===== config.mk =====
export PLATFORM = sky130hd
export DESIGN_NAME = demux_mem_writer
export DESIGN_NICKNAME = d
export VERILOG_FILES = /design/src/rtl/demux_mem_writer_pkg.sv /design/src/rtl/demux_mem_writer_addr_counter.sv /design/src/rtl/demux_mem_writer.sv
export SDC_FILE = /design/constraint.sdc
export NUM_CORES = 1
export LEC_CHECK = 0
export ABC_AREA = 1
export CAP_MARGIN = 10
export CORE_MARGIN = 3
export CORE_UTILIZATION = 40
export DETAILED_ROUTE_END_ITERATION = 7
export GPL_ROUTABILITY_DRIVEN = 0
export PLACE_DENSITY = 0.69
export SYNTH_ARGS = -nofsm -noshare
export SYNTH_HDL_FRONTEND = slang
export SYNTH_SLANG_ARGS = --single-unit

===== constraint.sdc =====
create_clock -name clk -period 1.6 [get_ports clk]
set_input_delay 0.4 -clock clk [delete_from_list [all_inputs] [get_ports clk]]
set_output_delay 0.4 -clock clk [all_outputs]
set_load 0.05 [all_outputs]

===== src/rtl/demux_mem_writer_pkg.sv =====
// Shared definitions for the demux memory writer and the memory-transfer controller:
// default widths and the transfer FSM state encoding.
package demux_mem_writer_pkg;

  localparam int DMW_DW = 8;
  localparam int DMW_AW = 4;

  localparam logic [1:0] ST_IDLE = 2'd0;
  localparam logic [1:0] ST_XFER = 2'd1;
  localparam logic [1:0] ST_DONE = 2'd2;

endpackage


===== src/rtl/demux_mem_writer_addr_counter.sv =====
// Write-address and remaining-word counter for one transfer.
// Loads on start, steps on every accepted word, and flags the final word.
module dmw_addr_counter
  import demux_mem_writer_pkg::*;
#(
  parameter int AW = DMW_AW
) (
  input  logic          clk,
  input  logic          rst_n,
  input  logic          load,
  input  logic [AW-1:0] load_addr,
  input  logic [AW-1:0] load_len,
  input  logic          accept,
  output logic [AW-1:0] addr,
  output logic          last
);

  // One extra bit so a zero length can stand for a full 2^AW-word transfer.
  logic [AW:0] remaining;

  always_ff @(posedge clk or negedge rst_n) begin
    if (!rst_n) begin
      addr      <= '0;
      remaining <= '0;
    end else if (load) begin
      addr      <= load_addr;
      remaining <= (load_len == '0) ? {1'b1, {AW{1'b0}}} : {1'b0, load_len};
    end else if (accept && remaining != '0) begin
      addr      <= addr + AW'(1);
      remaining <= remaining - (AW + 1)'(1);
    end
  end

  assign last = (remaining == (AW + 1)'(1));

endmodule


===== src/rtl/demux_mem_writer.sv =====
// Streams a counted block of words into one of two memories, chosen at start,
// with a registered write port shared by both memories.
module demux_mem_writer
  import demux_mem_writer_pkg::*;
#(
  parameter int DW = DMW_DW,
  parameter int AW = DMW_AW
) (
  input  logic          clk,
  input  logic          rst_n,
  input  logic          start,
  input  logic          dst_sel,
  input  logic [AW-1:0] base_addr,
  input  logic [AW-1:0] len,
  input  logic [DW-1:0] in_data,
  input  logic          in_valid,
  output logic          in_ready,
  output logic          we_a,
  output logic          we_b,
  output logic [AW-1:0] waddr,
  output logic [DW-1:0] wdata,
  output logic          busy,
  output logic          done
);

  logic [1:0]    state;
  logic          sel;
  logic          load;
  logic          accept;
  logic          last;
  logic [AW-1:0] addr;

  // Handshake flags come from the state register only, never from in_valid.
  assign in_ready = (state == ST_XFER);
  assign busy     = (state == ST_XFER) || (state == ST_DONE);
  assign done     = (state == ST_DONE);
  assign load     = (state == ST_IDLE) && start;
  assign accept   = in_ready && in_valid;

  dmw_addr_counter #(.AW(AW)) u_addr_counter (
    .clk       (clk),
    .rst_n     (rst_n),
    .load      (load),
    .load_addr (base_addr),
    .load_len  (len),
    .accept    (accept),
    .addr      (addr),
    .last      (last)
  );

  // Strobes default low each cycle; address and data hold between writes.
  always_ff @(posedge clk or negedge rst_n) begin
    if (!rst_n) begin
      state <= ST_IDLE;
      sel   <= 1'b0;
      we_a  <= 1'b0;
      we_b  <= 1'b0;
      waddr <= '0;
      wdata <= '0;
    end else begin
      we_a <= 1'b0;
      we_b <= 1'b0;
      case (state)
        ST_IDLE: begin
          if (start) begin
            sel   <= dst_sel;
            state <= ST_XFER;
          end
        end
        ST_XFER: begin
          if (accept) begin
            wdata <= in_data;
            waddr <= addr;
            we_a  <= ~sel;
            we_b  <= sel;
            if (last) state <= ST_DONE;
          end
        end
        ST_DONE: state <= ST_IDLE;
        default: state <= ST_IDLE;
      endcase
    end
  end

endmodule


==> Implementation_results.wiki <==
{| class="wikitable"
! Metric !! Value
|-
| Switching share of power || 0.462
|-
| Antenna diode count || 0
|-
| Count of state elements after synthesis || 26
|-
| Psw || between 2000 and 2500 uW
|-
| Critical Path RT || 1200 ps
|-
| Number of H-tree levels || 1
|-
| Die Height || 63.4 um
|-
| Violations in the final reports || negative setup slack
|-
| Tightest slew margin relative to the limit || 0.777
|-
| Overflow left after global routing || 0
|-
| Count of final setup violators || 1
|-
| Most common cell after layout, fill and taps aside || sky130_fd_sc_hd__nand2_1
|-
| Sequential share of the synthesized area || 0.493
|-
| Cell area after synthesis || 0.00132 mm^2
|-
| Maximum number of pins on one net before global-route repair || 27
|-
| Sequential fraction of design power || 0.283
|-
| Net Count, Synth || 182
|-
| Routed Wire Length || 2870 um
|-
| Initial standard-cell utilization of the core || 0.425
|-
| HP Class || reg -> reg
|-
| Number of primary I/O pins || 38
|-
| Clock transition at the registers of the reported paths || 130 ps
|-
| Remaining DRCs || 0
|-
| Iteration count of the initial detailed-routing pass || 4
|-
| Layout overhead on the synthesized area || 50.6%
|-
| Initial antenna violation count || 0
|-
| Full die area || 0.00402 mm^2
|-
| Number of buffers added by the clock tree synthesis step || 3
|-
| Area inside the core boundary || 0.00310 mm^2
|-
| Transition time of the tightest slew-check pin || about 330 ps
|-
| Leakage component of the power || about 0.00096 uW
|-
| Part of the total power dissipated in combinational logic || 0.656
|-
| Timing-limited maximum frequency || 622 MHz
|-
| Final Cycle Share || 1.00
|-
| Count of yosys warnings during synthesis || 0
|-
| Minimum setup slack among reg-to-reg paths || 180 ps
|-
| Number of global-route vias before repair || 1181
|-
| CTS tree || done
|-
| Max-cap viol count || 0
|-
| Final setup margin || -6.77 ps
|-
| Count of buffers inserted at the top-level ports || 37
|-
| Layout cell share with drive strength beyond 1 || 0.228
|-
| Run status || finished, violations left
|-
| Post-detailed-route count of antenna-violating nets || 0
|-
| Worst voltage drop across the vdd grid || approximately 0.96 mV
|-
| Pwr Density || about 2200 mW/mm^2
|-
| Average wire per standard cell || 11.9 um
|-
| CTS Root Buffer Type || sky130_fd_sc_hd__clkbuf_4
|-
| DIE WIDTH || 63.4 um
|-
| Global-route total usage across every layer || 0.160
|-
| Count of endpoints failing hold in the final timing report || 0
|-
| Clk_skew || 2.47 ps
|-
| Total number of vias || 1150
|-
| Setup crit end kind || output port
|-
| Multi-input gate area in the final layout || 616 um^2
|-
| DRC marker count from the first detailed-route iteration || 60
|-
| Global-route wire length before repair || roughly 5300 um
|-
| Critical Path Fanout Max || 3
|-
| Internal Power || ~2400 uW
|-
| Setup TNS || -6.77 ps
|-
| Minimum period implied by the final worst setup slack || between 1500 and 2000 ps
|-
| Hold buffers post-CTS || 0
|-
| Fin Hold WS || 435 ps
|-
| Clock insertion delay at the later pin of the skew report || 310 ps
|-
| Worst endpoint data arrival time || 1210 ps
|-
| Tot Pwr || 4390 uW
|-
| Number of filler instances in the final layout || between 200 and 300
|-
| Final HPWL from detailed placement || 2180 um
|-
| Buffer levels on the longest clock path || 2
|-
| Commonest cells after routing, fill and taps aside || sky130_fd_sc_hd__nand2_1 (62), sky130_fd_sc_hd__dfrtp_1 (26), sky130_fd_sc_hd__clkdlybuf4s50_1 (20)
|-
| Crit path launch type || flip-flop
|-
| Synth cell types || 21
|-
| Via count normalized by instance count || 4.77
|-
| Critical path class || reg -> out
|-
| Synthesized area divided by synthesized cell count || 8.56 um^2
|-
| Count of nets after finishing || 227
|-
| Area of all sequential standard cells || 651 um^2
|-
| Clock power frac || 0.061
|-
| Cells after Synth || 154
|-
| Rows || 20
|-
| Number of max-slew violations in the final report || 0
|-
| RSZ-0062 raised after global routing || yes
|-
| Count of clock tree sinks || 26
|}
-- through the flow --
stage                     instance area [um^2]  instances  setup slack [ps]  utilization
after CTS                                 1980        240             -19.8        0.638
after global routing                      1990        241             -67.4        0.640
after floorplan                           1320        154              43.0            -
after global placement                    1920        235              60.3        0.617
after detailed placement                  1920        235             -44.6        0.617
final                                     1990        241             -6.77        0.640
-- worst max-delay path, cell delays in order, from the launching register on --
cell	delay (ps)
sky130_fd_sc_hd__dfrtp_1	420
sky130_fd_sc_hd__inv_2	120
sky130_fd_sc_hd__ha_4	220
sky130_fd_sc_hd__buf_12	140
-- path summary, 6_finish.rpt --
| path | from | to | depth (start not counted) |
|---|---|---|---|
| max in group asynchronous | rst_n | wdata[2]$_DFFE_PN0P_ | 2 |
| min in group asynchronous | rst_n | state[0]$_DFFE_PN0P_ | 2 |
| max | state[1]$_DFFE_PN0P_ | busy | 3 |
| min | sel$_DFFE_PN0P_ | we_a$_DFF_PN0_ | 1 |
| min reg2reg | sel$_DFFE_PN0P_ | we_a$_DFF_PN0_ | 1 |
| max reg2reg | u_addr_counter.remaining[0]$_DFFE_PN0P_ | u_addr_counter.remaining[1]$_DFFE_PN0P_ | 7 |
-- power by group through the flow --
stage	clock network, uW	logic, uW	registers [uW]
floorplan	0	1170	1660
global placement	0	2710	1240
detailed placement	0	2780	1250
CTS	283	2890	1240
global route	314	3110	1280
finish	268	2880	1240
-- sequential cells by signal, indices dropped and copies added (netlist names) --
name and flops:
state 2, we_b 1, sel 1, wdata 8, u_addr_counter.addr 4, we_a 1, waddr 4, u_addr_counter.remaining 5
-- synthesized netlist by cell type, drive strengths merged --
library cell  number  area share
nand3             11       0.046
dfrtp             26        0.49
nor4               1      0.0047
nand3b             1      0.0057
nand2             67        0.21
o21a               1      0.0057
xnor2              2       0.013
buf                3       0.021
clkbuf             1      0.0028
nand4              1      0.0047
o21ai             15       0.068
ha                 7       0.066
inv               13       0.037
nor2               5       0.020
-- cell type report --
class	count	share of cell area
multi-input combinational	111	0.310
sequential	26	0.328
clock buffer	3	0.0113
timing repair buffer	44	0.299
tap	44	0.0277
inverter	13	0.0246
-- timing repair --
item                       4_1_cts  5_1_grt
setup endpoints to repair        3        3
gates resized for setup          5        0
buffers inserted                 2        1
pin swaps                        1        0
-- layer usage --
metal  vias up  share of wire  GRT usage  wire length (um)
met2        37           0.48      0.270              1380
met1       540           0.46      0.203              1310
li1        571              -          -                 -
met4         0         0.0049     0.0539                14
met3         2          0.057     0.0357               165
met5         -              0          0                 0
-- logic make-up after synthesis --
| group | Yosys count | synth area share |
|---|---|---|
| AND/OR/NAND/NOR | 86 | 0.292 |
| buffers and inverters | 17 | 0.0607 |
| adder cells (fa/ha/maj) | 7 | 0.0664 |
| XOR/XNOR | 2 | 0.0133 |
| flip-flops | 26 | 0.493 |
| AO/OA/AOI/OAI | 16 | 0.0740 |
Power figures use the tool's default switching activity.
